## config.mk

```make
export PLATFORM = sky130hd
export DESIGN_NAME = iq_sample_fifo
export DESIGN_NICKNAME = d
export VERILOG_FILES = /design/src/rtl/iq_sample_fifo.sv
export SDC_FILE = /design/constraint.sdc
export NUM_CORES = 1
export LEC_CHECK = 0
export CAP_MARGIN = 20
export CORE_ASPECT_RATIO = 1.1
export CORE_MARGIN = 2
export CORE_UTILIZATION = 47
export CTS_CLUSTER_SIZE = 12
export DETAILED_ROUTE_END_ITERATION = 16
export GPL_TIMING_DRIVEN = 0
export PLACE_DENSITY = 0.74
export SLEW_MARGIN = 10
export SYNTH_ARGS = -nofsm -noshare
export SYNTH_HDL_FRONTEND = slang
export SYNTH_SLANG_ARGS = --single-unit
```

## constraint.sdc

```tcl
create_clock -name clk -period 3.1 [get_ports clk]
set_input_delay 0.62 -clock clk [delete_from_list [all_inputs] [get_ports clk]]
set_output_delay 0.62 -clock clk [all_outputs]
set_load 0.1 [all_outputs]
```

## src/rtl/iq_sample_fifo.sv

```systemverilog
// First-word-fall-through FIFO for packed DDC I/Q samples, with level/threshold
// reporting and sticky overflow with a saturating drop counter.
module iq_sample_fifo #(
  parameter int unsigned DEPTH_LOG2 = 5
) (
  input  logic                    clk,
  input  logic                    reset,
  input  logic                    enable,
  input  logic                    in_valid,
  input  logic signed [15:0]      in_i,
  input  logic signed [15:0]      in_q,
  input  logic                    out_ready,
  output logic                    out_valid,
  output logic [31:0]             out_data,
  output logic [DEPTH_LOG2:0]     level,
  input  logic [DEPTH_LOG2:0]     thresh,
  output logic                    thresh_hit,
  output logic                    overflow,
  output logic [15:0]             drop_count,
  input  logic                    overflow_clr
);

  localparam int unsigned DEPTH = 1 << DEPTH_LOG2;
  localparam int unsigned LW    = DEPTH_LOG2 + 1;
  localparam int unsigned PW    = DEPTH_LOG2;

  logic [31:0]   mem_q [DEPTH];
  logic [PW-1:0] wr_ptr_q, wr_ptr_d, rd_ptr_q, rd_ptr_d;
  logic [LW-1:0] level_q, level_d;
  logic [31:0]   out_data_q, out_data_d;
  logic          out_valid_q, out_valid_d;
  logic          thresh_hit_q, thresh_hit_d;
  logic          overflow_q, overflow_d;
  logic [15:0]   drop_q, drop_d;

  logic          full_c, push_c, pop_c, drop_c;
  logic [31:0]   in_word_c;

  // Next-state: push/pop arbitration, head prefetch and overflow bookkeeping
  always_comb begin
    in_word_c    = {in_i, in_q};
    full_c       = (level_q == LW'(DEPTH));
    pop_c        = out_valid_q & out_ready;
    push_c       = enable & in_valid & (~full_c | pop_c);
    drop_c       = enable & in_valid & full_c & ~pop_c;
    level_d      = level_q + LW'(push_c) - LW'(pop_c);
    wr_ptr_d     = wr_ptr_q + PW'(push_c);
    rd_ptr_d     = rd_ptr_q + PW'(pop_c);
    out_valid_d  = (level_d != '0);
    thresh_hit_d = (thresh != '0) && (level_d >= thresh);
    out_data_d   = out_data_q;
    overflow_d   = overflow_q;
    drop_d       = drop_q;

    // Head comes straight from the input when the FIFO is left empty before this push
    if (level_d != '0) begin
      if ((level_q - LW'(pop_c)) == '0) begin
        out_data_d = in_word_c;
      end else begin
        out_data_d = mem_q[rd_ptr_d];
      end
    end

    // A drop coinciding with a clear restarts the count at one
    if (drop_c) begin
      overflow_d = 1'b1;
      if (overflow_clr) begin
        drop_d = 16'd1;
      end else if (drop_q != 16'hFFFF) begin
        drop_d = drop_q + 16'd1;
      end
    end else if (overflow_clr) begin
      overflow_d = 1'b0;
      drop_d     = 16'd0;
    end
  end

  // Sample storage; no reset needed
  always_ff @(posedge clk) begin
    if (push_c && !reset) begin
      mem_q[wr_ptr_q] <= in_word_c;
    end
  end

  always_ff @(posedge clk) begin
    if (reset) begin
      wr_ptr_q     <= '0;
      rd_ptr_q     <= '0;
      level_q      <= '0;
      out_data_q   <= '0;
      out_valid_q  <= 1'b0;
      thresh_hit_q <= 1'b0;
      overflow_q   <= 1'b0;
      drop_q       <= '0;
    end else begin
      wr_ptr_q     <= wr_ptr_d;
      rd_ptr_q     <= rd_ptr_d;
      level_q      <= level_d;
      out_data_q   <= out_data_d;
      out_valid_q  <= out_valid_d;
      thresh_hit_q <= thresh_hit_d;
      overflow_q   <= overflow_d;
      drop_q       <= drop_d;
    end
  end

  assign out_valid  = out_valid_q;
  assign out_data   = out_data_q;
  assign level      = level_q;
  assign thresh_hit = thresh_hit_q;
  assign overflow   = overflow_q;
  assign drop_count = drop_q;

endmodule

```

Yosys cells after proc, flatten, opt, wreduce, memory -nomap -nowiden. Memory sizes are Yosys's and may differ from the RTL's. Index checks and enable logic that the tools add are counted.

Bits in registers: 67. Latch bits: 0. RAM bits: 1024. Bits in read-only memories: 0. Bits of input ports: 44. Output and inout bits: 57. Logic and storage cells: 44. Memories: 1.

$add $sub $neg: 6. Multiply operators: 0. Divide/modulo/power cells: 0. Order comparisons: 1. Equal/unequal tests: 2. Shift operators: 0. Mux-type cells: 9. Bitwise gates (word level): 8. Reduce and logical (&&, ||, !) cells: 9.

Memories: mem_q (words 32, width 32, read ports 1, clocked after memory_dff 0, wr ports 1, line 27) `logic [31:0] mem_q [DEPTH];`.

Operator list (count): 2-to-1 mux 16 bit (4); 2-to-1 mux 32 bit (1); adder 16 x 1 -> 16 bit, second input constant (1); != test 16 bit, second input constant (1); nonzero test 6 bit (2); subtractor 6 x 1 -> 6 bit (2); adder 5 x 1 -> 5 bit (2); adder 6 x 1 -> 6 bit (1); == test 6 bit, second input constant (1); >= comparator 6 bit (1); zero test 6 bit (1); bitwise AND 1 bit (5); 2-to-1 mux 1 bit (4); nonzero test 2 bit (2); logical AND 1 bit (2); inverter 1 bit (2); AND reduction 2 bit (1); zero test 1 bit (1); bitwise OR 1 bit (1).

Logic depth before layout (Yosys ltp). Gate-level depths: netlist (run 1).

Word-level depth: 8. Depth in mapped cells: 16. Mapped depth without buffers: 15.

Worst setup path before layout (run 1). Ideal clock, no wire load.

Path type: register to register. Start point: register level_q[2] (netlist: level[2]). End point: memory mem_q[28][0], enable pin. Library setup time: 421 ps. Data arrival time: 3893 ps. Data required time: 2679 ps. Setup slack: -1214 ps. Cell stages (with the launch flop): 8. Path buffers: 1. Period minus slack after synthesis: 4314 ps. Path through: dfxtp_1 -> inv_1 -> ha_1 -> nor2b_1 -> a31o_2 -> or4_1 -> clkbuf_1 -> nor2_1.

Cells in the longest elaborated chain, start to end: 7.

Ends and longest elaborated chain: start, declared (line 29) `logic [LW-1:0] level_q, level_d;`; start signal, assigned (line 98) `level_q <= level_d;`; == test 6 bit (line 42) `full_c = (level_q == LW'(DEPTH));`; inverter 1 bit (line 44) `push_c = enable & in_valid & (~full_c | pop_c);`; bitwise OR 1 bit (line 44); bitwise AND 1 bit (line 44); logical AND 1 bit (line 80) `if (push_c && !reset) begin`; 2-to-1 mux 1 bit (line 80); 2-to-1 mux 1 bit (not written as such) (line 81) `mem_q[wr_ptr_q] <= in_word_c;`; end, declared (line 27).

No other way between the ends.

Final worst setup path (run 1).
Start point: input port out_ready. End point: register out_data_q[3] (netlist: out_data[3]).

Elaborated cells between the ends (all ways): 11. Classes of those cells: add/sub: 4; mux: 1; bitwise: 3; reduce/logical: 2; memory: 1.

RTL lines: start, declared (line 12) `input logic out_ready,`; bitwise AND 1 bit (line 43) `pop_c = out_valid_q & out_ready;`; adder 5 x 1 -> 5 bit (line 48) `rd_ptr_d = rd_ptr_q + PW'(pop_c);`; net rd_ptr_d[1] (line 28) `logic [PW-1:0] wr_ptr_q, wr_ptr_d, rd_ptr_q, rd_ptr_d;`; memory read (32 x 32 bit); 2-to-1 mux 32 bit (line 57) `if ((level_q - LW'(pop_c)) == '0) begin`; end signal, assigned (line 99) `out_data_q <= out_data_d;`; end, declared (line 30) `logic [31:0] out_data_q, out_data_d;`.

The timed path passes the listed nets, and every way through them passes these cells. A chain may end at the register's enable or synchronous reset.

==> results.py, run 1 <==
metrics = {
    "status": {
        "outcome": "complete, but fails checks",
        "violations": "setup timing",
    },
    "drt": {
        "drt-initial-drc-count": 2793,
        "drc": 0,
        "vias": 24100,
        "wl_per_cell_um": 30.9,
        "totalWireLength_um": 118000,
        "dr.pass1.iters": 6,
        "antenna_left": 0,
        "vias_per_cell": 6.31,
    },
    "grt": {
        "grt.overflow.total": 0,
        "grt_start_max_net_pins": 34,
        "grt_pass1_wl_um": 169000,
        "grt_pass1_vias": 24900,
        "track_usage_pct": 25.1,
        "antenna_found_initial": 5,
    },
    "clock_network": {
        "h-tree-depth": 3,
        "cts_tree": "done",
        "clk_pin_slew_ps": 60,
        "root_buffer": "clkbuf_16",
        "cts_made_buffers": 105,
        "clockBufferDepth": 3,
        "clock_sinks": 1091,
        "insertion_delay_ps": 690,
    },
    "critical_path": {
        "critPathMaxFanout": 10,
        "setup.worst_path.end_class": "flip-flop",
        "cp.arrival_ps": 3790,
        "critPathLaunchType": "primary input",
        "path_class": "primary input to flip-flop",
        "required_ps": 3610,
    },
    "sta": {
        "timing.final.ws_setup_ps": -185,
        "slew_viol_final": 0,
        "setup_viol": 31,
        "finalCritPeriodShare_pct": 106,
        "slew_headroom_pct": 22.2,
        "fmax_ghz": 0.304,
        "whs_ps": 480,
        "period_needed_ps": 3280,
        "worstMarginPinSlew_ps": 1170,
        "grt_setup_unrepaired": "true",
        "finClkSkew_ps": 56.8,
        "hold_viol_final": 0,
        "totalNegativeSetupSlack_ps": -3320,
    },
    "cells_and_area": {
        "drive_above_1_share_pct": 29.3,
        "layout.nets": 2615,
        "synthToLayoutAreaGrowth_pct": 20.8,
    },
    "synth": {
        "ys.flop_type": "edfxtp_1",
        "yosys_warnings": 0,
        "syn_nets": 2292,
        "postSynthCellCount": 2226,
        "syn-cell-area_mm2": 0.0428,
        "avgSynthCellArea_um2": 19.2,
        "ys_ff_latch": 1091,
        "ys_seq_area_share_pct": 75.0,
        "netlist.area_leader.share_pct": 71.9,
        "synth_top_cell_by_area": "edfxtp_1",
        "synth_top_cells_by_area": "edfxtp_1 72%, mux4_2 13%, dfxtp_1 3.1%",
        "synth_edf_count": 1024,
        "async_flop_share_pct": 0,
        "ys_types": 62,
    },
    "place": {
        "gp_congestion": 0.887,
        "port_buffers": 99,
        "place_ws_ps": -1790,
        "post-dp-hpwl_um": 72000,
    },
    "floorplan": {
        "core_area_mm2": 0.0906,
        "row_count": 116,
        "top_level_ports": 101,
        "die_y_um": 320,
        "die_x_um": 292,
        "die_area_mm2": 0.0934,
        "start_util_pct": 47.2,
    },
    "pwr": {
        "p_total_mw": 38.1,
        "ir_drop_v": 0.000601,
        "cellPowerDensity_mw_per_mm2": 737,
        "leakage_nw": 16.4,
    },
    "worst_hold_path": {
        "min_path_type": "flip-flop to flip-flop",
    },
    "run": {
        "maxCapViolations": 0,
    },
}
## cell usage in the layout (no fill, tap or decap), types with 7 or more instances in the layout
| cell | netlist | final |
|---|---|---|
| edfxtp_1 | 1024 | 1024 |
| mux4_2 | 256 | 256 |
| nand2_1 | 194 | 192 |
| clkbuf_16 | 0 | 115 |
| clkdlybuf4s50_1 | 0 | 87 |
| clkbuf_1 | 46 | 79 |
| buf_4 | 18 | 70 |
| nor2_1 | 112 | 64 |
| dfxtp_1 | 67 | 60 |
| buf_12 | 1 | 53 |
| nor2_4 | 0 | 43 |
| nand3_1 | 42 | 40 |
| inv_1 | 43 | 39 |
| and2_1 | 40 | 39 |
| a21oi_1 | 36 | 34 |
| buf_2 | 44 | 31 |
| buf_6 | 13 | 27 |
| nand4_1 | 22 | 22 |
| a311oi_2 | 0 | 20 |
| a31oi_1 | 33 | 19 |
| buf_8 | 0 | 18 |
| ha_1 | 21 | 18 |
| a211oi_1 | 25 | 17 |
| buf_16 | 0 | 13 |
| clkbuf_4 | 0 | 12 |
| o21ai_0 | 13 | 12 |
| a31oi_2 | 1 | 11 |
| o2111ai_1 | 12 | 10 |
| nand3b_1 | 9 | 9 |
| xor2_1 | 10 | 9 |
| clkbuf_2 | 0 | 9 |
| clkbuf_8 | 0 | 9 |
| nor2b_1 | 11 | 8 |
| nor3_1 | 9 | 8 |
| a211oi_2 | 0 | 8 |
| a311oi_1 | 29 | 8 |
| mux2i_1 | 7 | 7 |
## flip-flops by register name, summed over array words and instances, names as in the netlist
register and cells:
wr_ptr_q 5, drop_count 16, out_valid 1, overflow 1, mem_q 1024, out_data 32, thresh_hit 1, rd_ptr_q 5
level 6
## cell type report
type	count	area [um^2]
Antenna cell	3	7.51
Buffer	126	1020
Clock buffer	181	3070
Clock inverter	11	148
Fill cell	6444	38900
Inverter	43	166
Multi-Input combinational cell	963	10800
Sequential cell	1091	32100
Tap cell	1180	1480
Timing Repair Buffer	219	2910
## through the flow
| stage | cell area [um^2] | util [%] | instances |
|---|---|---|---|
| 2_1_floorplan | 42900 | - | 2226 |
| 3_3_place_gp | 45400 | 50.1 | 3505 |
| 3_5_place_dp | 46400 | 51.2 | 3543 |
| 4_1_cts | 51000 | 56.3 | 3789 |
| 5_1_grt | 51700 | 57.0 | 3815 |
| 6_report | 51700 | 57.0 | 3817 |
## critical path, cell delays in order
cell and delay, ps:
clkdlybuf4s50_1 420, nand2_2 110, inv_1 120, ha_1 240
ha_1 310, buf_2 190, buf_4 280, buf_4 280
mux4_2 340, a211oi_1 400, a31oi_2 120, nand4_1 230
a311oi_4 130
## Yosys cell counts (29+ instances only)
cell type / number
edfxtp_1: 1024
mux4_2: 256
nand2_1: 194
nor2_1: 112
dfxtp_1: 67
clkbuf_1: 46
buf_2: 44
inv_1: 43
nand3_1: 42
and2_1: 40
a21oi_1: 36
a31oi_1: 33
a311oi_1: 29
## routing by layer
metal  vias to the layer above  wire (um)  GRT usage (%)
met1                     12400      40400           30.1
met2                      1637      58200           41.9
met3                       387      12200           5.82
met4                         6       7200           14.4
met5                         -         31              0
li1                       9673          -              -
## repair_timing
item	in CTS	in global routing
pin swaps	41	15
endpoints found under the setup margin	892	137
resized for setup	159	92
buffers inserted	53	13
cloned	3	0
hold buffers	0	0
## power breakdown
part | total, mW | switching (mW) | leakage (nW) | internal (mW)
logic | 9.15 | 5.57 | 5.06 | 3.58
clock network | 12.2 | 5.32 | 1.54 | 6.85
registers | 16.8 | 0.378 | 9.76 | 16.4
total | 38.1 | 11.3 | 16.4 | 26.8
## logic make-up (layout without fill, tap and decap cells)
| family | Yosys count | count (layout) | synth area share, % |
|---|---|---|---|
| multiplexers | 263 | 263 | 13.6 |
| XOR/XNOR | 16 | 16 | 0.345 |
| AND/OR/NAND/NOR | 472 | 472 | 5.10 |
| buffers and inverters | 172 | 580 | 2.06 |
| adder cells (fa/ha/maj) | 22 | 22 | 0.661 |
| flip-flops | 1091 | 1091 | 75.0 |
| other | 0 | 3 | 0 |
| AO/OA/AOI/OAI | 190 | 190 | 3.18 |
## worst paths after layout
kind	cells past startpoint	start	end	slack, ps
min	2	overflow	overflow	480
max reg2reg	12	out_valid	out_data[3]	-170
min reg2reg	2	overflow	overflow	480
max	13	out_ready	out_data[3]	-180
No activity file was read; power rests on OpenSTA's default activity.
==> run 2, diff against run 1 <==
--- a/config.mk
+++ b/config.mk
@@ -13,7 +13,6 @@
 export DETAILED_ROUTE_END_ITERATION = 16
 export GPL_TIMING_DRIVEN = 0
 export PLACE_DENSITY = 0.74
-export SLEW_MARGIN = 10
 export SYNTH_ARGS = -nofsm -noshare
 export SYNTH_HDL_FRONTEND = slang
 export SYNTH_SLANG_ARGS = --single-unit
==> results.py, run 2 (synthesis results as in run 1) <==
metrics = {
    "clock_network": {
        "clock_sinks": 1091,
        "cts_tree": "done",
        "h-tree-depth": 3,
        "cts_made_buffers": 106,
        "clk_pin_slew_ps": 60,
        "root_buffer": "clkbuf_16",
        "insertion_delay_ps": 690,
        "postCtsHoldBufs": 0,
        "clockBufferDepth": 3,
    },
    "worst_hold_path": {
        "hold_end": "overflow",
        "min-delay-start": "overflow",
        "min_path_cells": 2,
        "min_path_type": "flip-flop to flip-flop",
    },
    "grt": {
        "grt_pass1_vias": 24500,
        "grt_start_max_net_pins": 34,
        "grt.overflow.total": 0,
        "track_usage_pct": 24.8,
        "antenna_found_initial": 2,
        "grt_pass1_wl_um": 167000,
    },
    "pwr": {
        "netSwitchingFraction_pct": 29.7,
        "leakage_nw": 16.5,
        "p_comb_share_pct": 24.6,
        "cellPowerDensity_mw_per_mm2": 738,
        "pwr-share-seq_pct": 43.7,
        "ir_drop_v": 0.000637,
        "power.net_switching_mw": 11.4,
        "p_total_mw": 38.5,
        "clkPwrFrac_pct": 31.6,
        "p_int_mw": 27.0,
    },
    "critical_path": {
        "critPathMaxFanout": 10,
        "r2r_setup_slack_ps": -230,
        "critPathLaunchType": "primary input",
        "r2r_end": "out_data[7]",
        "reg2reg_from": "out_valid",
        "r2r_cells": 13,
        "cpPeakStageDelay_ps": 470,
        "path_class": "primary input to flip-flop",
        "crit_top_cell": "ha_1",
        "cp_slowest_cell": "clkdlybuf4s50_1",
        "required_ps": 3680,
        "cp.arrival_ps": 3960,
        "setup.worst_path.end_class": "flip-flop",
        "crit_chain": "clkdlybuf4s50_1, nand2_2, inv_1, ha_1, ha_1, buf_2, xor2_1, o31a_1, buf_4, a211oi_1, a31oi_1, nand4_1, a311oi_2",
    },
    "floorplan": {
        "die_x_um": 292,
        "top_level_ports": 101,
        "die_area_mm2": 0.0934,
        "core_area_mm2": 0.0906,
        "die_y_um": 320,
        "row_count": 116,
        "start_util_pct": 47.2,
    },
    "drt": {
        "vias_per_cell": 6.36,
        "drc": 0,
        "wl_per_cell_um": 31.4,
        "antenna_left": 0,
        "totalWireLength_um": 120000,
        "vias": 24300,
        "dr.pass1.iters": 6,
        "drt-initial-drc-count": 3266,
    },
    "place": {
        "place_inst": 3543,
        "post-dp-hpwl_um": 71900,
        "place_ws_ps": -1820,
        "gp_congestion": 0.887,
        "port_buffers": 99,
    },
    "status": {
        "outcome": "complete, but fails checks",
        "violations": "setup timing",
    },
    "sta": {
        "finalCritPeriodShare_pct": 109,
        "setup_viol": 86,
        "grt_setup_unrepaired": "true",
        "slew_headroom_pct": 9.33,
        "hold_viol_final": 0,
        "period_needed_ps": 3380,
        "worstMarginPinSlew_ps": 1360,
        "timing.final.ws_setup_ps": -280,
        "finClkSkew_ps": 38.9,
        "totalNegativeSetupSlack_ps": -6080,
        "slew_viol_final": 0,
        "fmax_ghz": 0.296,
    },
    "cells_and_area": {
        "final_cells": 3824,
        "largest_reg_flops": 1024,
        "multi_input_area_mm2": 0.0109,
        "utilization_pct": 57.5,
        "drive_above_1_share_pct": 29.5,
        "nFillCells": 6332,
        "layout.nets": 2629,
        "final_cell_mix": "1,024 x edfxtp_1, 256 x mux4_2, 192 x nand2_1",
        "synthToLayoutAreaGrowth_pct": 21.8,
        "register_area_mm2": 0.0321,
        "final_common_cell": "edfxtp_1",
        "regMostFlops": "mem_q",
    },
    "run": {
        "maxCapViolations": 0,
    },
}
[run 2: changes by cell type in the layout (fill, tap and decap cells not counted), moves of 8 or more]
cell             change
buf_2               -11
clkdlybuf4s50_1     +12
buf_4                +8
clkbuf_16            +9
nor2_1               -9
nor2_4              +14
buf_16              +11
buf_12              -12
[run 2: through the flow]
stage | hold WS, ps | area (um^2)
floorplan | 574 | 42900
global placement | 445 | 45400
detailed placement | 454 | 46400
CTS | 463 | 51100
global route | 488 | 52100
finish | 462 | 52100
[run 2: repair_timing]
action	CTS	global route
gates resized for setup	219	41
setup buffers	43	19
setup endpoints to repair	784	217
cloned	6	0
pin swaps	26	17
[run 2: area by class of cell]
type	count	share of cell area (%)
Sequential cell	1091	61.6
Multi-Input combinational cell	963	20.9
Timing Repair Buffer	230	6.18
Clock buffer	173	5.81
Tap cell	1180	2.83
Buffer	128	1.98
Inverter	43	0.324
Clock inverter	15	0.312
Antenna cell	1	0.00480
[run 2: worst max-delay path by stage]
stage	startpoint	slack (ps)	to	cells past startpoint
3_5_place_dp	out_ready	-1820	out_data[6]	13
3_3_place_gp	out_ready	-1690	out_data[6]	13
4_1_cts	level[4]	-100	out_data[18]	17
6_report	out_ready	-280	out_data[18]	13
2_1_floorplan	level[2]	-50	mem_q[0][0]	7
5_1_grt	out_ready	-320	out_data[7]	12
[run 2: layer usage]
layer  global-route usage [%]  routed length (um)
met1                     30.8               40700
met2                     41.2               59600
met3                     4.45               12000
met4                     14.3                7990
met5                        0                  13
[run 2: power by group through the flow]
stage	logic, mW	registers [mW]	clock network, mW
final	9.47	16.8	12.2
after global routing	9.84	16.8	12.8
after CTS	8.99	16.8	12.2
after detailed placement	7.97	17.0	0
after global placement	7.80	17.0	0
after floorplan	4.00	18.6	0
[run 2: worst max-delay path: cells and delay by family]
family / cells / cell delay, ps
buf+inv: 4 / 1180
compound gates: 4 / 1140
fa+ha+maj: 2 / 410
xor+xnor: 1 / 310
simple gates: 2 / 290
